**src/rtl/receptor_serial_pkg.sv**
```systemverilog
// Shared types and constants for the serial receiver of the parity-check path.
// Frame format: start, 8 data bits LSB-first, parity, stop.
package receptor_serial_pkg;

    typedef enum logic [2:0] {
        OCIOSO,
        INICIO,
        DADOS,
        PARIDADE,
        PARADA
    } estado_t;

    localparam int   BITS_DADOS   = 8;
    localparam logic NIVEL_OCIOSO = 1'b1;

endpackage

```
**src/rtl/sincronizador_rx.sv**
```systemverilog
// Two-flop synchronizer for the asynchronous rx line, reset to the idle level.
// Latency: 2 cycles. Backpressure: none, samples every cycle.
// Used by the receiver only when RX_SINCRONIZADOR_EN is defined.
module sincronizador_rx
    import receptor_serial_pkg::*;
(
    input  logic clk,
    input  logic reset,
    input  logic d,
    output logic q
);

    logic meta;

    always_ff @(posedge clk) begin
        if (reset) begin
            meta <= NIVEL_OCIOSO;
            q    <= NIVEL_OCIOSO;
        end else begin
            meta <= d;
            q    <= meta;
        end
    end

endmodule

```
**src/rtl/receptor_serial_paridade.sv**
```systemverilog
// Serial receiver: start + 8 data (LSB first) + parity + stop -> dados/bit_paridade.
// Latency: valido/erro_quadro one cycle after the stop-bit sample (e0+N/2+10N), +2 with RX_SINCRONIZADOR_EN.
// Backpressure: none; the line cannot be stalled, each frame is presented once with a one-cycle pulse.
module receptor_serial_paridade
    import receptor_serial_pkg::*;
#(
    parameter int CICLOS_POR_BIT = 16
)
(
    input  logic                  clk,
    input  logic                  reset,
    input  logic                  rx,
    output logic [BITS_DADOS-1:0] dados,
    output logic                  bit_paridade,
    output logic                  valido,
    output logic                  erro_quadro,
    output logic                  ocupado
);

    localparam int CW = $clog2(CICLOS_POR_BIT);
    localparam int BW = $clog2(BITS_DADOS);
    localparam logic [CW-1:0] CNT_MEIO   = CW'(CICLOS_POR_BIT / 2 - 1);
    localparam logic [CW-1:0] CNT_FIM    = CW'(CICLOS_POR_BIT - 1);
    localparam logic [BW-1:0] BIT_ULTIMO = BW'(BITS_DADOS - 1);

    logic                  rx_s;
    estado_t               estado, prox_estado;
    logic [CW-1:0]         cnt_ciclo;
    logic [BW-1:0]         cnt_bit;
    logic [BITS_DADOS-1:0] desloc;
    logic                  par_hold;
    logic                  limpa_cnt, desloca, captura_par, fim_quadro;

`ifdef RX_SINCRONIZADOR_EN
    sincronizador_rx u_sinc (
        .clk   (clk),
        .reset (reset),
        .d     (rx),
        .q     (rx_s)
    );
`else
    assign rx_s = rx;
`endif

    always_ff @(posedge clk) begin
        if (reset) estado <= OCIOSO;
        else       estado <= prox_estado;
    end

    always_comb begin
        prox_estado = estado;
        case (estado)
            OCIOSO:   if (!rx_s) prox_estado = INICIO;
            INICIO:   if (cnt_ciclo == CNT_MEIO) prox_estado = rx_s ? OCIOSO : DADOS;
            DADOS:    if (cnt_ciclo == CNT_FIM && cnt_bit == BIT_ULTIMO) prox_estado = PARIDADE;
            PARIDADE: if (cnt_ciclo == CNT_FIM) prox_estado = PARADA;
            PARADA:   if (cnt_ciclo == CNT_FIM) prox_estado = OCIOSO;
            default:  prox_estado = OCIOSO;
        endcase
    end

    // Counter restarts at mid-start so every later sample lands mid-bit.
    always_comb begin
        limpa_cnt   = 1'b0;
        desloca     = 1'b0;
        captura_par = 1'b0;
        fim_quadro  = 1'b0;
        ocupado     = (estado != OCIOSO);
        case (estado)
            OCIOSO:   limpa_cnt = 1'b1;
            INICIO:   limpa_cnt = (cnt_ciclo == CNT_MEIO);
            DADOS: begin
                limpa_cnt = (cnt_ciclo == CNT_FIM);
                desloca   = (cnt_ciclo == CNT_FIM);
            end
            PARIDADE: begin
                limpa_cnt   = (cnt_ciclo == CNT_FIM);
                captura_par = (cnt_ciclo == CNT_FIM);
            end
            PARADA: begin
                limpa_cnt  = (cnt_ciclo == CNT_FIM);
                fim_quadro = (cnt_ciclo == CNT_FIM);
            end
            default:  limpa_cnt = 1'b1;
        endcase
    end

    always_ff @(posedge clk) begin
        if (reset) begin
            cnt_ciclo    <= '0;
            cnt_bit      <= '0;
            desloc       <= '0;
            par_hold     <= 1'b0;
            dados        <= '0;
            bit_paridade <= 1'b1;
            valido       <= 1'b0;
            erro_quadro  <= 1'b0;
        end else begin
            cnt_ciclo <= limpa_cnt ? '0 : cnt_ciclo + CW'(1);
            if (desloca)
                cnt_bit <= cnt_bit + BW'(1);
            else if (estado != DADOS)
                cnt_bit <= '0;
            if (desloca)
                desloc <= {rx_s, desloc[BITS_DADOS-1:1]};
            if (captura_par)
                par_hold <= rx_s;
            valido      <= fim_quadro &  rx_s;
            erro_quadro <= fim_quadro & ~rx_s;
            if (fim_quadro && rx_s) begin
                dados        <= desloc;
                bit_paridade <= par_hold;
            end
        end
    end

endmodule

```
**config.mk**
```make
export PLATFORM = sky130hd
export DESIGN_NAME = receptor_serial_paridade
export DESIGN_NICKNAME = d
export VERILOG_FILES = /design/src/rtl/receptor_serial_pkg.sv /design/src/rtl/sincronizador_rx.sv /design/src/rtl/receptor_serial_paridade.sv
export SDC_FILE = /design/constraint.sdc
export NUM_CORES = 1
export LEC_CHECK = 0
export BUFFER_PORTS_ARGS = -buffer_cell sky130_fd_sc_hd__buf_2
export CAP_MARGIN = 20
export CORE_MARGIN = 2
export CORE_UTILIZATION = 30
export CTS_CLUSTER_SIZE = 16
export DETAILED_ROUTE_END_ITERATION = 10
export PLACE_DENSITY_LB_ADDON = 0.3
export SLEW_MARGIN = 5
export SYNTH_ARGS = -nofsm -noshare
export SYNTH_HDL_FRONTEND = slang
export SYNTH_SLANG_ARGS = --single-unit
```
**constraint.sdc**
```tcl
create_clock -name clk -period 1.53 [get_ports clk]
set_input_delay 0.0765 -clock clk [delete_from_list [all_inputs] [get_ports clk]]
set_output_delay 0.0765 -clock clk [all_outputs]
set_load 0.01 [all_outputs]
```
Word-level counts from Yosys, hierarchy flattened

Index checks and enable logic that the tools add are counted.

Bits in registers: 30
Input bits: 3
Output and inout bits: 12
Logic and storage cells: 48

$add $sub $neg: 2
Equal/unequal tests: 13
Muxes and demuxes: 13
Bitwise operators: 3
Reduce and logical (&&, ||, !) cells: 8

Operators by type and width:

| cell                                                                    | count |
|---|---|
| 3-bit 2-to-1 mux                                                        | 7 |
| 3-bit case mux with 5 select lines                                      | 1 |
| 2-bit inequality test, second input constant                            | 5 |
| 3-bit by 2-bit equality test with 1-bit output, second input constant   | 2 |
| 3-bit equality test, second input constant                              | 2 |
| 5-bit AND reduction                                                     | 1 |
| 4-bit by 1-bit adder with 4-bit output, second input constant           | 1 |
| 4-bit by 3-bit equality test with 1-bit output, second input constant   | 1 |
| 4-bit equality test, second input constant                              | 1 |
| 3-bit by 1-bit adder with 3-bit output, second input constant           | 1 |
| 3-bit by 1-bit equality test with 1-bit output, second input constant   | 1 |
| 3-bit logical NOT                                                       | 1 |
| 1-bit 2-to-1 mux                                                        | 3 |
| 3-bit by 2-bit inequality test with 1-bit output, second input constant | 1 |
| 3-bit nonzero test                                                      | 1 |
| 3-bit OR reduction                                                      | 1 |
| 1-bit bitwise AND                                                       | 2 |
| 1-bit logical AND                                                       | 2 |
| 2-bit 2-to-1 mux                                                        | 1 |
| 1-bit case mux with 2 select lines                                      | 1 |
| 2-bit nonzero test                                                      | 1 |
| 2-bit OR reduction                                                      | 1 |
| 1-bit inverter                                                          | 1 |

Longest topological paths before layout

Gate-level depths: netlist of run 1.

Depth after elaboration: 4
Mapped depth: 6

Least setup slack after synthesis of run 1

OpenSTA, ideal clock, no wires.

Kind: flip-flop to flip-flop
From: register cnt_ciclo[0]
To: register estado[1]
Setup time: 0.103 ns
Data arrival time: 1.226 ns
Path slack: 0.200 ns
Cell stages (with the launch flop): 6
Path buffers: 2
Clock period less this slack: 1.330 ns
Cells stage by stage: dfxtp_1 ha_1 buf_2 and3_1 buf_2 a2111oi_2

Word-level cells in the longest chain between the ends: 4

RTL lines:

| what                            | RTL line                                                                                       | RTL |
|---|---|---|
| from (decl)                     | receptor_serial_paridade.sv:28                                                                 | `logic [CW-1:0] cnt_ciclo;` |
| from (signal assigned)          | receptor_serial_paridade.sv:99                                                                 | `cnt_ciclo <= limpa_cnt ? '0 : cnt_ciclo + CW'(1);` |
| 4-bit equality test             | receptor_serial_paridade.sv:55, receptor_serial_paridade.sv:56, receptor_serial_paridade.sv:57 |  |
| 1-bit logical AND               | receptor_serial_paridade.sv:55                                                                 | `DADOS: if (cnt_ciclo == CNT_FIM && cnt_bit == BIT_ULTIMO) prox_estado = PARIDADE;` |
| 2-bit inequality test (no line) | n/a                                                                                            |  |
| 5-bit AND reduction (no line) * | n/a                                                                                            |  |
| to (signal assigned)            | receptor_serial_paridade.sv:47                                                                 | `else estado <= prox_estado;` |
| to (decl)                       | receptor_serial_paridade.sv:27                                                                 | `estado_t estado, prox_estado;` |

Every way passes the cells marked *; elsewhere a longest branch is shown, timed or not.
A chain may end at the register's enable or synchronous reset.

Worst setup path after layout of run 1

Ends and elaborated chain as after synthesis.

==> impl_metrics.csv, run 1 <==
group,metric,value,unit
status,status,"finished clean",
clock_network,clk_latency,280,ps
timing,tns,0,ps
floorplan,die_y,71.40,um
worst_setup_path,worst_ep_required_time,1700,ps
worst_setup_path,worstRegToRegCells,4,
layout,nets,171,
logic_synthesis,syn_avg_cell_area,8.906,um2
routing,first_pass_iters,5,
clock_network,cts_tree,"yes",
layout,layout.area.seq,600.6,um2
floorplan,core,0.004354,mm2
logic_synthesis,synth_ff_type,"dfxtp_1",
grt,grt_usage,11.93,%
power,power.leakage,0.5422,nW
logic_synthesis,netlist_instances,153,
clock_network,cts_setup_buffers,0,
layout,final_cell_mix,"30 x dfxtp_1, 22 x nand2_1, 14 x buf_2, 13 x a21oi_1, 12 x nand3_1",
min_path,hold_start,"reset",
worst_setup_path,critPathSlowestCell,"a2111oi_2",
timing,fin_crit,1442,ps
grt,grt_max_degree,21,
worst_setup_path,critPathMaxStageDelay,410,ps
logic_synthesis,synth_edf_count,0,
placement,numPortBuffers,14,
placement,place_congestion,0.7909,
routing,drt_iter0_drc,11,
clock_network,cts_buffer_depth,2,
grt,grt_pass1_vias,1122,
min_path,min-delay-path-class,"primary input to register",
layout,antennaDiodeCount,0,
placement,placement.cell_area,0.001448,mm2
worst_setup_path,crit_chain,"ha_1 > buf_4 > and3_1 > a2111oi_2",
logic_synthesis,synth.yosys.warnings,0,
clock_network,cts.sink_count,30,
flow_run,cap_violations,0,
logic_synthesis,synthArstFlopShare,0,%
routing,viasPerCell,5.128,
routing,vias,1118,
floorplan,die_w,71.40,um
layout,areaGrowthSynthToFinish,13.96,%
routing,ant_nets,0,
power,vdd_drop_max,0.4640,mV
logic_synthesis,ys_ff_latch,30,
grt,grt_overflow_total,0,
timing,fin_crit_sh,94.25,%
timing,max-slew-margin-rel,74.01,%
layout,final_area,0.001553,mm2
clock_network,h-tree-depth,2,
timing,fmax,693.5,MHz
timing,finalMaxSlewViolations,0,
timing,skew,8.313,ps
logic_synthesis,synth_area,0.001363,mm2
worst_setup_path,crit-reg2reg-launch,"cnt_ciclo[0]",
routing,wl_per_cell,12.98,um
worst_setup_path,timing.critical_path.from,"cnt_ciclo[0]",
worst_setup_path,crit_type,"register to register",
logic_synthesis,yosysUniqueCellTypes,37,
worst_setup_path,path_max_fanout,7,
layout,drive_above_1_share,21.69,%
placement,place_worst_setup_slack,152.3,ps
clock_network,cts_root_buf,"clkbuf_8",
layout,final_common_cell,"dfxtp_1",
logic_synthesis,syn-num-nets,159,
layout,n_fill_cell,458,
min_path,min_path_cells,2,
placement,dp_hpwl,1964,um
timing,worst_slew_pin_slew,389.4,ps
timing,layout_setup_ws,87.99,ps
layout,multi_input_area,666.9,um2
routing,routed_wl,2829,um
worst_setup_path,critical_path_arrival,1610,ps
timing,rsz0062_at_grt,"no",
clock_network,cts_buffers,5,
floorplan,rows,24,
worst_setup_path,startpoint_type,"register",
floorplan,start_util,31.29,%
floorplan,ioPinCount,15,
routing,route.detailed.drc,0,
logic_synthesis,ys_seq_area_share,44.08,%
grt,grt_pass1_wl,4740,um
power,p_per_area,975.7,mW/mm2
timing,setup_viol,0,
grt,antenna_found_initial,0,
clock_network,cts_resized,0,
clock_network,clk_pin_slew_worst_paths,70,ps
timing,whs,184.1,ps
timing,finalHoldViolations,0,
worst_setup_path,worst_setup_path_end_kind,"register",
floorplan,fp.dieArea,0.005097,mm2
-- per-stage QoR --
stage	total power, mW	instances	util, %
3_5_place_dp	0.8682	209	33.25
5_1_grt	1.579	218	35.66
4_1_cts	1.536	218	35.66
2_1_floorplan	0.8526	153	-
6_report	1.515	218	35.66
3_3_place_gp	0.8659	209	33.25
-- worst max-delay path, delay by kind of cell (launching register included) --
| kind | cells | cell delay [ps] |
|---|---|---|
| AO/OA/AOI/OAI | 1 | 410 |
| buffers and inverters | 1 | 160 |
| adder cells (fa/ha/maj) | 1 | 220 |
| AND/OR/NAND/NOR | 1 | 220 |
| flip-flops | 1 | 330 |
-- state kept, by name (all words and copies together) (netlist names), 3 cells and up --
signal     count
desloc         8
dados          8
estado         3
cnt_bit        3
cnt_ciclo      4
-- logic make-up (layout without fill, tap and decap cells) --
| group | count (synthesis) | in the layout | synth area share (%) |
|---|---|---|---|
| multiplexers | 9 | 9 | 6.612 |
| buffers and inverters | 17 | 30 | 6.979 |
| XOR/XNOR | 3 | 3 | 1.929 |
| adder cells (fa/ha/maj) | 3 | 3 | 2.755 |
| AO/OA/AOI/OAI | 34 | 34 | 15.24 |
| AND/OR/NAND/NOR | 57 | 57 | 22.41 |
| flip-flops | 30 | 30 | 44.08 |
-- final timing paths --
path | slack, ps | end
min reg2reg | 450 | dados[0]
max | 90 | estado[1]
min | 180 | estado[2]
max reg2reg | 90 | estado[1]
-- timing repair --
item	in CTS	in global routing
hold endpoints to repair	1	0
hold buffers	1	0
endpoints found under the setup margin	0	0
-- cell usage after synthesis, drive strengths merged (3+ instances only) --
cell type / number / area (um2)
dfxtp: 30 / 600.6
nand2b: 4 / 32.53
nand2: 22 / 82.58
mux2i: 9 / 90.09
or3: 3 / 23.77
nand3: 12 / 60.06
o21ai: 11 / 55.05
a21oi: 15 / 82.58
nor2b: 3 / 18.77
ha: 3 / 37.54
buf: 13 / 80.08
nor2: 5 / 21.27
-- power by group --
group | total, mW | switching, mW | internal (mW)
combinational | 0.0610 | 0.0389 | 0.0221
clock | 0.661 | 0.301 | 0.361
sequential | 0.793 | 0.00601 | 0.787
-- area by class of cell --
cell class,instances,area share (%)
clock buffer,6,5.318
clock inverter,2,0.8058
inverter,2,0.4835
multi-input combinational,106,42.95
sequential,30,38.68
tap,52,4.190
timing repair buffer,20,7.575
-- layer usage --
metal | global-route usage [%] | part of all wire, % | vias to the layer above
met2 | 21.40 | 50 | 35
li1 | - | - | 553
met4 | 6.918 | 1.8 | 0
met5 | 0 | 0 | -
met1 | 11.89 | 44 | 523
met3 | 4.079 | 4.6 | 7
(Power assumes the default switching activity.)
==> run 2: changes to the inputs <==
--- a/config.mk
+++ b/config.mk
@@ -11,6 +11,8 @@
 export CORE_UTILIZATION = 30
 export CTS_CLUSTER_SIZE = 16
 export DETAILED_ROUTE_END_ITERATION = 10
+export GPL_TIMING_DRIVEN = 0
+export HOLD_SLACK_MARGIN = 0.08
 export PLACE_DENSITY_LB_ADDON = 0.3
 export SLEW_MARGIN = 5
 export SYNTH_ARGS = -nofsm -noshare
==> run 2 against run 1 <==
  * First-iteration DRC count rose to 8.1 times the previous value
  * Global-route usage barely moved
  * Combinational power fell by 0.7%
  * Clock power rose by 3%
  * Die area did not move
  * Utilization rose by 1.1 points
  * Power rose by 1.1%
  * Clock-buffer cell count did not move
  * Sequential share of layout area fell by 1.1 points
  * Sequential cell count did not move
  * Clock skew fell by 2.5 ps
  * Register-to-register slack barely moved
  * Critical endpoint unchanged
  * Largest cell class unchanged
==> impl_metrics.csv, run 2 (same netlist as run 1, synthesis figures left out) <==
group,metric,value,unit
worst_setup_path,timing.critical_path.from,"cnt_ciclo[0]",
floorplan,start_util,31.29,%
routing,wl_met3,97,um
timing,max-slew-margin-rel,69.64,%
timing,finalMaxSlewViolations,0,
placement,placement.cell_area,0.001493,mm2
power,vdd_drop_max,0.4165,mV
worst_setup_path,worstRegToRegCells,5,
timing,rsz0062_at_grt,"no",
routing,drt-met1-wl,1353,um
routing,drt_iter0_drc,89,
timing,skew,5.769,ps
routing,wl_per_cell,11.96,um
layout,final_area,0.001600,mm2
placement,numPortBuffers,13,
power,pwr-share-clk,44.3,%
floorplan,ioPinCount,15,
routing,dr_wl_met2,1222,um
layout,antennaDiodeCount,0,
layout,stdcell_count,227,
grt,grt_usage,11.97,%
flow_run,cap_violations,0,
grt,grt_pass1_vias,1027,
floorplan,die_w,71.40,um
routing,top_layer,"met4",
timing,fin_crit,1449,ps
clock_network,h-tree-depth,2,
status,status,"finished clean",
power,combinationalPowerShare,4.0,%
placement,post-place-cells,218,
clock_network,clk_latency,280,ps
power,p_per_area,956.9,mW/mm2
timing,finalHoldViolations,0,
grt,grt_pass1_wl,4850,um
worst_setup_path,cp-endpoint,"estado[1]",
floorplan,rows,24,
layout,drive_above_1_share,24.57,%
worst_setup_path,worst_setup_path_end_kind,"register",
routing,vias,1101,
power,switchingPower,0.3616,mW
layout,fin_util,36.75,%
timing,worst_slew_pin_slew,455.5,ps
worst_setup_path,r2r_end,"estado[1]",
grt,grt_overflow_total,0,
clock_network,cts_root_buf,"clkbuf_8",
timing,fmax,690.2,MHz
floorplan,die_y,71.40,um
clock_network,cts_tree,"yes",
power,p_sw_share,23.61,%
floorplan,core,0.004354,mm2
worst_setup_path,startpoint_type,"register",
worst_setup_path,path_max_fanout,8,
routing,routed_wl,2714,um
min_path,min-delay-path-class,"primary input to register",
layout,final_cell_mix,"30 x dfxtp_1, 22 x buf_2, 22 x nand2_1, 13 x a21oi_1, 12 x nand3_1",
timing,whs,116.7,ps
worst_setup_path,critical_path_arrival,1620,ps
routing,viasPerCell,4.850,
power,power.leakage,0.5802,nW
layout,top_regs,"dados (8), desloc (8), cnt_ciclo (4)",
floorplan,fp.dieArea,0.005097,mm2
power,seq_power_share,51.7,%
clock_network,cts.sink_count,30,
timing,setup_viol,0,
routing,route.detailed.drc,0,
clock_network,clk_pin_slew_worst_paths,70,ps
worst_setup_path,crit-reg2reg-launch,"cnt_ciclo[0]",
placement,dp_hpwl,1906,um
worst_setup_path,crit_type,"register to register",
routing,ant_nets,0,
timing,tns,0,ps
worst_setup_path,r2r_slack,80,ps
grt,antenna_found_initial,0,
power,p_int,1.170,mW
worst_setup_path,worst_ep_required_time,1710,ps
layout,areaGrowthSynthToFinish,17.45,%
timing,fin_crit_sh,94.70,%
layout,final_common_cell,"dfxtp_1",
placement,place_congestion,0.7625,
layout,nets,180,
clock_network,cts_buffer_depth,2,
grt,grt_max_degree,11,
clock_network,cts_setup_buffers,0,
routing,first_pass_iters,4,
clock_network,cts_buffers,5,
==> run 2: cell types whose count changed in the layout (fill, tap and decap cells not counted) <==
cell / delta
buf_2: +8
buf_4: -4
buf_6: +2
clkbuf_1: +2
clkbuf_4: +1
==> run 2: final cells by class <==
class | instances | area, um2
Buffer | 15 | 90.09
Clock buffer | 6 | 82.58
Clock inverter | 2 | 12.51
Fill cell | 455 | 2754
Inverter | 2 | 7.507
Multi-Input combinational cell | 106 | 666.9
Sequential cell | 30 | 600.6
Tap cell | 52 | 65.06
Timing Repair Buffer | 14 | 75.07
==> run 2: routing by layer <==
layer,GRT usage [%],vias to the layer above
met5,0,-
met4,3.774,0
met3,3.938,7
met2,18.52,15
met1,15.84,502
li1,-,577
==> run 2: critical path, stage by stage (launching register included) <==
cell and delay, ps:
dfxtp_1 330, ha_1 190, clkbuf_4 170, and3_1 140
buf_2 160, a2111oi_2 360
==> run 2: worst min path at each step <==
stage | from | cells after the start | end | slack, ps
after floorplan | rx | 1 | erro_quadro | 160
after global placement | rx | 2 | erro_quadro | 290
after detailed placement | rx | 2 | erro_quadro | 290
after CTS | reset | 2 | estado[0] | 120
after global routing | reset | 2 | estado[0] | 150
final | reset | 2 | estado[0] | 120
==> run 2: per-stage QoR <==
stage / setup WS, ps / power [mW]
6_report: 81.08 / 1.531
5_1_grt: 10.37 / 1.591
4_1_cts: 74.91 / 1.550
3_5_place_dp: 85.58 / 0.8690
3_3_place_gp: 95.89 / 0.8691
2_1_floorplan: 200.2 / 0.8526
==> run 2: power groups by stage <==
stage               Sequential [mW]  Combinational [mW]  Clock (mW)
floorplan                     0.809              0.0437           0
global placement              0.810              0.0589           0
detailed placement            0.810              0.0590           0
CTS                           0.792              0.0610       0.697
global route                  0.792              0.0680       0.730
finish                        0.792              0.0606       0.679
==> run 2: repair_timing <==
item	CTS	global route
setup endpoints to repair	0	4
resized for setup	0	1
endpoints found under the hold margin	2	0
hold buffers	1	0
